File: config.mk
export PLATFORM = sky130hd
export DESIGN_NAME = lsu_ctrl
export DESIGN_NICKNAME = d
export VERILOG_FILES = /design/src/rtl/lsu_ctrl.sv
export SDC_FILE = /design/constraint.sdc
export NUM_CORES = 1
export LEC_CHECK = 0
export ABC_AREA = 1
export CAP_MARGIN = 20
export CORE_UTILIZATION = 36
export CTS_CLUSTER_SIZE = 10
export DETAILED_ROUTE_END_ITERATION = 16
export PLACE_DENSITY_LB_ADDON = 0.1
export SLEW_MARGIN = 5
export SYNTH_ARGS = -nofsm -noshare
export SYNTH_HDL_FRONTEND = slang
export SYNTH_SLANG_ARGS = --single-unit
File: constraint.sdc
create_clock -name i_clk -period 4.54 [get_ports i_clk]
set_input_delay 0.908 -clock i_clk [delete_from_list [all_inputs] [get_ports i_clk]]
set_output_delay 0.908 -clock i_clk [all_outputs]
set_load 0.02 [all_outputs]
File: src/rtl/lsu_ctrl.sv
`default_nettype none
// ---------------------------------------------------------------------------
// lsu_ctrl : load/store unit with req/gnt/rvalid bus handshake, lane steering,
//            load extension, alignment checks and bus timeout.  Rev 1.0
// ---------------------------------------------------------------------------
module lsu_ctrl #(
  parameter int TIMEOUT_CYCLES = 16
) (
  input  logic        i_clk,
  input  logic        i_rst_n,
  input  logic        i_lsu_valid,
  input  logic        i_lsu_we,
  input  logic [2:0]  i_funct3,
  input  logic [31:0] i_addr,
  input  logic [31:0] i_st_data,
  output logic        o_stall,
  output logic [31:0] o_ld_data,
  output logic        o_ld_valid,
  output logic        o_exc,
  output logic [1:0]  o_exc_cause,
  output logic        o_mem_req,
  output logic        o_mem_we,
  output logic [31:0] o_mem_addr,
  output logic [31:0] o_mem_wdata,
  output logic [3:0]  o_mem_bmask,
  input  logic        i_mem_gnt,
  input  logic        i_mem_rvalid,
  input  logic [31:0] i_mem_rdata
);

  localparam int CW = $clog2(TIMEOUT_CYCLES + 1);
  localparam logic [CW-1:0] C_LAST = CW'(TIMEOUT_CYCLES - 1);

  typedef enum logic [1:0] {
    S_IDLE = 2'd0,
    S_REQ  = 2'd1,
    S_WAIT = 2'd2,
    S_DONE = 2'd3
  } state_t;

  state_t        state_q;
  logic [CW-1:0] cnt_q;
  logic [2:0]    f3_q;
  logic [1:0]    off_q;
  logic          we_q;
  logic          req_q;
  logic [31:0]   addr_q;
  logic [31:0]   wdata_q;
  logic [3:0]    bmask_q;
  logic [31:0]   ld_data_q;
  logic          ld_valid_q;
  logic          exc_q;
  logic [1:0]    cause_q;

  logic          op_illegal;
  logic          op_misaligned;
  logic [3:0]    bmask_d;
  logic [31:0]   wdata_d;
  logic [31:0]   ld_data_d;
  logic [7:0]    byte_sel;
  logic [15:0]   half_sel;

  always_comb begin
    if (i_lsu_we)
      op_illegal = i_funct3[2] | (i_funct3[1:0] == 2'b11);
    else
      op_illegal = (i_funct3 == 3'b011) | (i_funct3[2:1] == 2'b11);

    op_misaligned = ((i_funct3[1:0] == 2'b01) & i_addr[0]) |
                    ((i_funct3[1:0] == 2'b10) & (i_addr[1:0] != 2'b00));

    bmask_d = 4'b1111;
    wdata_d = i_st_data;
    case (i_funct3[1:0])
      2'b00: begin
        bmask_d = 4'b0001 << i_addr[1:0];
        wdata_d = {4{i_st_data[7:0]}};
      end
      2'b01: begin
        bmask_d = i_addr[1] ? 4'b1100 : 4'b0011;
        wdata_d = {2{i_st_data[15:0]}};
      end
      default: ;
    endcase
  end

  // Lane selection uses the offset captured at accept time, not the live bus address.
  always_comb begin
    byte_sel = i_mem_rdata[8*off_q +: 8];
    half_sel = off_q[1] ? i_mem_rdata[31:16] : i_mem_rdata[15:0];
    case (f3_q)
      3'b000:  ld_data_d = {{24{byte_sel[7]}}, byte_sel};
      3'b001:  ld_data_d = {{16{half_sel[15]}}, half_sel};
      3'b100:  ld_data_d = {24'd0, byte_sel};
      3'b101:  ld_data_d = {16'd0, half_sel};
      default: ld_data_d = i_mem_rdata;
    endcase
  end

  always_ff @(posedge i_clk or negedge i_rst_n) begin
    if (!i_rst_n) begin
      state_q    <= S_IDLE;
      cnt_q      <= '0;
      f3_q       <= 3'd0;
      off_q      <= 2'd0;
      we_q       <= 1'b0;
      req_q      <= 1'b0;
      addr_q     <= 32'd0;
      wdata_q    <= 32'd0;
      bmask_q    <= 4'd0;
      ld_data_q  <= 32'd0;
      ld_valid_q <= 1'b0;
      exc_q      <= 1'b0;
      cause_q    <= 2'd0;
    end else begin
      exc_q      <= 1'b0;
      ld_valid_q <= 1'b0;
      case (state_q)
        S_IDLE: begin
          if (i_lsu_valid) begin
            if (op_illegal) begin
              exc_q   <= 1'b1;
              cause_q <= 2'b10;
            end else if (op_misaligned) begin
              exc_q   <= 1'b1;
              cause_q <= 2'b01;
            end else begin
              we_q    <= i_lsu_we;
              f3_q    <= i_funct3;
              off_q   <= i_addr[1:0];
              addr_q  <= {i_addr[31:2], 2'b00};
              bmask_q <= bmask_d;
              wdata_q <= wdata_d;
              req_q   <= 1'b1;
              cnt_q   <= '0;
              state_q <= S_REQ;
            end
          end
        end
        S_REQ: begin
          if (i_mem_gnt) begin
            req_q   <= 1'b0;
            cnt_q   <= cnt_q + CW'(1);
            state_q <= we_q ? S_DONE : S_WAIT;
          end else if (cnt_q == C_LAST) begin
            req_q   <= 1'b0;
            exc_q   <= 1'b1;
            cause_q <= 2'b11;
            state_q <= S_IDLE;
          end else begin
            cnt_q <= cnt_q + CW'(1);
          end
        end
        S_WAIT: begin
          if (i_mem_rvalid) begin
            ld_data_q  <= ld_data_d;
            ld_valid_q <= 1'b1;
            state_q    <= S_DONE;
          end else if (cnt_q == C_LAST) begin
            exc_q   <= 1'b1;
            cause_q <= 2'b11;
            state_q <= S_IDLE;
          end else begin
            cnt_q <= cnt_q + CW'(1);
          end
        end
        default: state_q <= S_IDLE;
      endcase
    end
  end

  // Reset is folded in so the combinational stall also reads 0 while held in reset.
  assign o_stall = i_rst_n &
                   (((state_q == S_IDLE) & i_lsu_valid & ~op_illegal & ~op_misaligned) |
                    (state_q == S_REQ) | (state_q == S_WAIT));

  assign o_ld_data   = ld_data_q;
  assign o_ld_valid  = ld_valid_q;
  assign o_exc       = exc_q;
  assign o_exc_cause = cause_q;
  assign o_mem_req   = req_q;
  assign o_mem_we    = we_q;
  assign o_mem_addr  = addr_q;
  assign o_mem_wdata = wdata_q;
  assign o_mem_bmask = bmask_q;

endmodule
`default_nettype wire

==> results of run 1 <==
## critical path: stages
cell and delay [ps]:
clkdlybuf4s50_1 590, inv_2 320, nand2_1 140, nand2_1 170, nand4_4 90, a21boi_0 210, clkdlybuf4s50_1 640
## synth_stat cells (all sizes together)
cell      n
nand2   252
o31ai     1
clkinv    2
buf      22
ha        8
o21ai    90
nand3    16
nor2     43
a31oi     1
o22ai    17
nor3      2
conb      1
a21oi    58
dfrtp   116
clkbuf   16
a21boi    1
or2       2
inv      54
o211ai    5
nand4     3
## per-stage QoR
stage,util [%],instance area (um2),hold WS (ps)
global placement,51.3,7760,462
CTS,55.4,8390,480
global route,55.4,8390,500
detailed placement,51.3,7760,464
finish,55.4,8390,478
floorplan,-,5570,482
## state kept, by name (all words and copies together), names as in the netlist
register / cells
o_mem_we: 1
o_ld_valid: 1
o_exc_cause: 2
o_exc: 1
cnt_q: 5
o_mem_addr: 30
off_q: 2
state_q: 2
f3_q: 3
o_mem_bmask: 4
o_mem_req: 1
o_ld_data: 32
o_mem_wdata: 32
## final cells by class
type / count / area (um2)
inverters: 56 / 210
flip-flops and latches: 116 / 2900
fillers: 1375 / 6760
clock buffers: 22 / 474
clock inverters: 10 / 153
well taps: 188 / 235
repair buffers: 215 / 2130
multi-input cells: 501 / 2280
## worst min-delay path by stage
stage              startpoint             end  cells after the start  slack [ps]
2_1_floorplan         f3_q[2]         f3_q[2]                      2         480
3_3_place_gp    o_mem_addr[5]   o_mem_addr[5]                      2         460
3_5_place_dp   o_mem_addr[31]  o_mem_addr[31]                      2         460
4_1_cts          o_ld_data[6]    o_ld_data[6]                      2         480
5_1_grt        o_mem_addr[25]  o_mem_addr[25]                      2         500
6_report         o_ld_data[6]    o_ld_data[6]                      2         480
## layout by cell type, fill, tap and decap left out
master and count:
clkdlybuf4s50_1 208, bufinv_16 4, clkbuf_1 2, dfrtp_1 116, o21ai_1 35, nor3_1 2
inv_2 3, o21ai_0 54, nand4_4 1, nor2_1 43, clkbuf_16 17, ha_1 8
a31oi_1 1, o211ai_2 2, nand2_1 248, or2_2 1, clkinv_2 5, nand4_1 2
o22ai_1 17, conb_1 2, o21ai_2 1, clkinvlp_4 1, inv_1 51, buf_4 7
nand3_1 16, a21boi_0 1, or2_1 1, o211ai_1 3, clkinv_1 2, a21oi_1 58
clkbuf_8 3, o31ai_1 1, nand2_2 4
## routing by layer
layer  routed length (um)  GRT usage [%]  vias up  share of wire [%]
met5                    0              0        -                  0
met4                  290           8.01        0                1.7
met2                 7810           34.3      231                 46
li1                     -              -     2681                  -
met1                 7200           27.1     2553                 42
met3                 1690           10.0       20                 10
## cell families after synthesis
| family | synth area share, % |
|---|---|
| flip-flops | 52.1 |
| AO/OA/AOI/OAI | 16.5 |
| other | 0.0674 |
| AND/OR/NAND/NOR | 22.5 |
| buffers and inverters | 6.97 |
| adder cells (fa/ha/maj) | 1.80 |
## power breakdown
part / switching (mW) / total [mW] / leakage (nW) / internal (mW)
clock: 0.451 / 1.41 / 0.310 / 0.955
sequential: 0.367 / 1.89 / 1.43 / 1.53
combinational: 1.55 / 2.80 / 2.23 / 1.25
total: 2.36 / 6.10 / 3.97 / 3.73
==> summary.txt, run 1 <==
Setup path
  • Reg2Reg Setup Slack: 1680 ps
  • Crit start category: primary input
  • Critical path class: primary input to output port
  • Crit Reg-Reg Startpoint: state_q[0]
  • Worst Reg-to-Reg Cells: 7
  • Reg2reg end: off_q[1]
  • WP data required: 3630 ps
  • Setup crit end kind: output port
  • Worst EP arrival: 3070 ps
  • Crit path launch: i_funct3[1]
  • Critical path fanouts, max: 16
  • Worst Setup EP: o_stall

Routing
  • Post-Route WL: 17,000 um
  • DRT antenna net count: 0
  • DR WL/cell: 15.3 um
  • Drt initial violations: 294
  • DRC: 0
  • Drt pass-1 iters: 7
  • Avg Vias per Cell: 4.95
  • Via count: 5,485

Floorplanning
  • Die area: 0.0160 mm2
  • Initial core utilization: 36.8%
  • IO Count: 212
  • Die Wd: 126 um
  • Core ar.: 0.0151 mm2
  • Chip height: 126 um
  • Row Count: 45

Clock network
  • TritonCTS Buffers: 17
  • CTS Hold Bufs: 0
  • Clock slew at reported path FFs: 50 ps
  • Resize count post-CTS: 0
  • Num Clock Sinks: 116
  • Clock latency at the later pin of the worst-skew pair: 420 ps
  • Post-CTS setup buffer count: 0
  • Clk root buf: clkbuf_16
  • Max Root-Sink Buffers: 2
  • TritonCTS clock tree: built
  • Htree depth: 4

Worst hold path
  • Worst min-delay path class: flop to flop

Timing
  • Hold Vio Cnt, Final: 0
  • Setup-failing EPs final: 0
  • Crit path time final: 3980 ps
  • Setup TNS: 0 ps
  • Setup Skew: 8.16 ps
  • Slew Viols, Final: 0
  • Final period utilization: 87.6%
  • RSZ-0062 raised after global routing: false
  • Worst setup margin: 561 ps
  • Fmax: 0.251 GHz
  • Worst Tran Pin Value: 929 ps
  • Slew margin rel.: 38.1%

Synthesis
  • Synth Register Bits: 116
  • Cells after Synth: 710
  • Netlist cell types: 29
  • Yosys top cell area share: 52.1%
  • Post-synthesis sequential area ratio: 52.1%
  • Area leader, netlist: dfrtp_1
  • Synth top area cells: dfrtp_1, nand2_1, a21oi_1, o21ai_0, inv_1
  • Cell area after synthesis: 0.00557 mm2
  • Syn Area/Cell: 7.84 um2
  • Ys Warns: 0

Global routing
  • All-Layer GR Usage: 22.1%
  • Largest net degree at the start of global routing: 95
  • Grt ovf: 0
  • Initial antenna violation count: 0
  • Vias in the first global route: 5,477
  • First-pass GRT wire length: 27,300 um

Layout
  • Layout cells sized above 1: 5.33%
  • Fin cells: 1,108
  • Antenna Cells: 0
  • Synthesis-to-layout area growth: 50.7%
  • Total Nets Final: 1,020

Power and ir drop
  • PwrDens: 727 mW/mm2
  • Pleak: 3.97 nW
  • Design Power: 6.10 mW
  • VDD IR-drop max: 0.287 mV

Placement
  • Place WS: 373 ps
  • DP HPWL: 12,000 um
  • PortBufs: 209
  • Cells after DPL: 1,076
  • GP Congestion: 0.830

Status
  • Status: finished clean

Job
  • Max-capacitance violation count: 0
Power figures use the tool's default switching activity.
==> run 2, diff against run 1 <==
Settings changed: CORE_UTILIZATION 36 to 48.
==> summary.txt, run 2 (synthesis results as in run 1) <==
Timing
  • Setup TNS: 0 ps
  • Setup Skew: 6.82 ps
  • Hold Vio Cnt, Final: 0
  • Setup-failing EPs final: 0
  • Final period utilization: 83.3%
  • Slew Viols, Final: 0
  • RSZ-0062 raised after global routing: false
  • Fmax: 0.264 GHz
  • Crit path time final: 3780 ps
  • Slew margin rel.: 39.6%
  • Worst Tran Pin Value: 906 ps

Clock network
  • CTS Hold Bufs: 0
  • Htree depth: 4
  • Clk root buf: clkbuf_16
  • TritonCTS clock tree: built
  • Resize count post-CTS: 0
  • Num Clock Sinks: 116
  • Post-CTS setup buffer count: 0
  • Max Root-Sink Buffers: 2
  • Clock latency at the later pin of the worst-skew pair: 410 ps
  • Clock slew at reported path FFs: 50 ps
  • TritonCTS Buffers: 17

Setup path
  • Setup crit end kind: output port
  • Critical path class: primary input to output port
  • Worst EP arrival: 2870 ps
  • Crit start category: primary input
  • Critical path fanouts, max: 16
  • WP data required: 3630 ps

Power and ir drop
  • VDD IR-drop max: 0.456 mV
  • PwrDens: 724 mW/mm2
  • Design Power: 6.00 mW
  • Pleak: 3.95 nW

Global routing
  • Grt ovf: 0
  • First-pass GRT wire length: 26,200 um
  • All-Layer GR Usage: 28.8%
  • Initial antenna violation count: 0
  • Largest net degree at the start of global routing: 95
  • Vias in the first global route: 5,491

Floorplanning
  • Initial core utilization: 50.3%
  • Die Wd: 110 um
  • Chip height: 110 um
  • IO Count: 212
  • Row Count: 38
  • Core ar.: 0.0111 mm2
  • Die area: 0.0120 mm2

Layout
  • Antenna Cells: 0
  • Layout cells sized above 1: 5.12%
  • Fin area: 0.00829 mm2
  • Total Nets Final: 1,020
  • Commonest non-fill, non-tap cell in the layout: nand2_1
  • Fillers: 849
  • Commonest cells after routing, fill and taps aside: nand2_1, clkdlybuf4s50_1, dfrtp_1
  • Synthesis-to-layout area growth: 48.8%

Worst hold path
  • Worst min-delay path class: flop to flop

Placement
  • PortBufs: 209
  • GP Congestion: 0.911
  • Placed cell area: 0.00770 mm2
  • DP HPWL: 11,700 um

Status
  • Status: finished clean

Routing
  • DRT antenna net count: 0
  • Avg Vias per Cell: 5.32
  • Drt pass-1 iters: 5
  • Drt initial violations: 433
  • Post-Route WL: 16,600 um
  • DR WL/cell: 15.7 um
  • Via count: 5,630
  • DRC: 0

Job
  • Max-capacitance violation count: 0
## run 2: worst max-delay path, stage by stage
cell             delay [ps]
clkdlybuf4s50_1         460
inv_2                   270
nand2_1                 140
nand2_1                 170
nand4_4                  90
a21boi_0                180
clkdlybuf4s50_1         650
## run 2: metrics by stage
| stage | instances | hold slack [ps] | utilization, % | setup WS (ps) |
|---|---|---|---|---|
| after global routing | 1058 | 499 | 74.8 | 627 |
| after detailed placement | 1028 | 464 | 69.5 | 518 |
| after floorplan | 711 | 482 | - | 1550 |
| after global placement | 1028 | 461 | 69.5 | 612 |
| after CTS | 1058 | 479 | 74.8 | 739 |
| final | 1058 | 477 | 74.8 | 758 |
## run 2: final timing paths
path | from | endpoint | slack, ps | cells after the start
worst max register to register | state_q[1] | off_q[1] | 1710 | 7
worst min-delay path | o_mem_addr[21] | o_mem_addr[21] | 480 | 2
worst max-delay path | i_funct3[1] | o_stall | 760 | 7
max in group asynchronous | i_rst_n | o_ld_valid | 2560 | 3
min in group asynchronous | i_rst_n | f3_q[1] | 690 | 2
worst min register to register | o_mem_addr[21] | o_mem_addr[21] | 480 | 2
## run 2: report_power, final
group | internal, mW | leakage [nW] | switching, mW
Sequential | 1.53 | 1.43 | 0.343
Combinational | 1.25 | 2.23 | 1.59
Clock | 0.861 | 0.291 | 0.432
Total | 3.64 | 3.95 | 2.36
## run 2: routing by layer
metal	wire length, um	global-route usage [%]	vias up
met2	8240	48.2	262
met5	0	0	-
li1	-	-	2688
met3	1550	9.78	38
met1	6360	33.0	2642
met4	411	13.9	0
## run 2: layout make-up
cell class                 instances  area, um2  area share (%)
sequential                       116       2900            35.0
multi-input combinational        501       2280            27.5
timing repair buffer             215       2130            25.8
clock buffer                      27        543            6.55
inverter                          56        210            2.54
tap                              140        175            2.11
clock inverter                     3       40.0           0.483
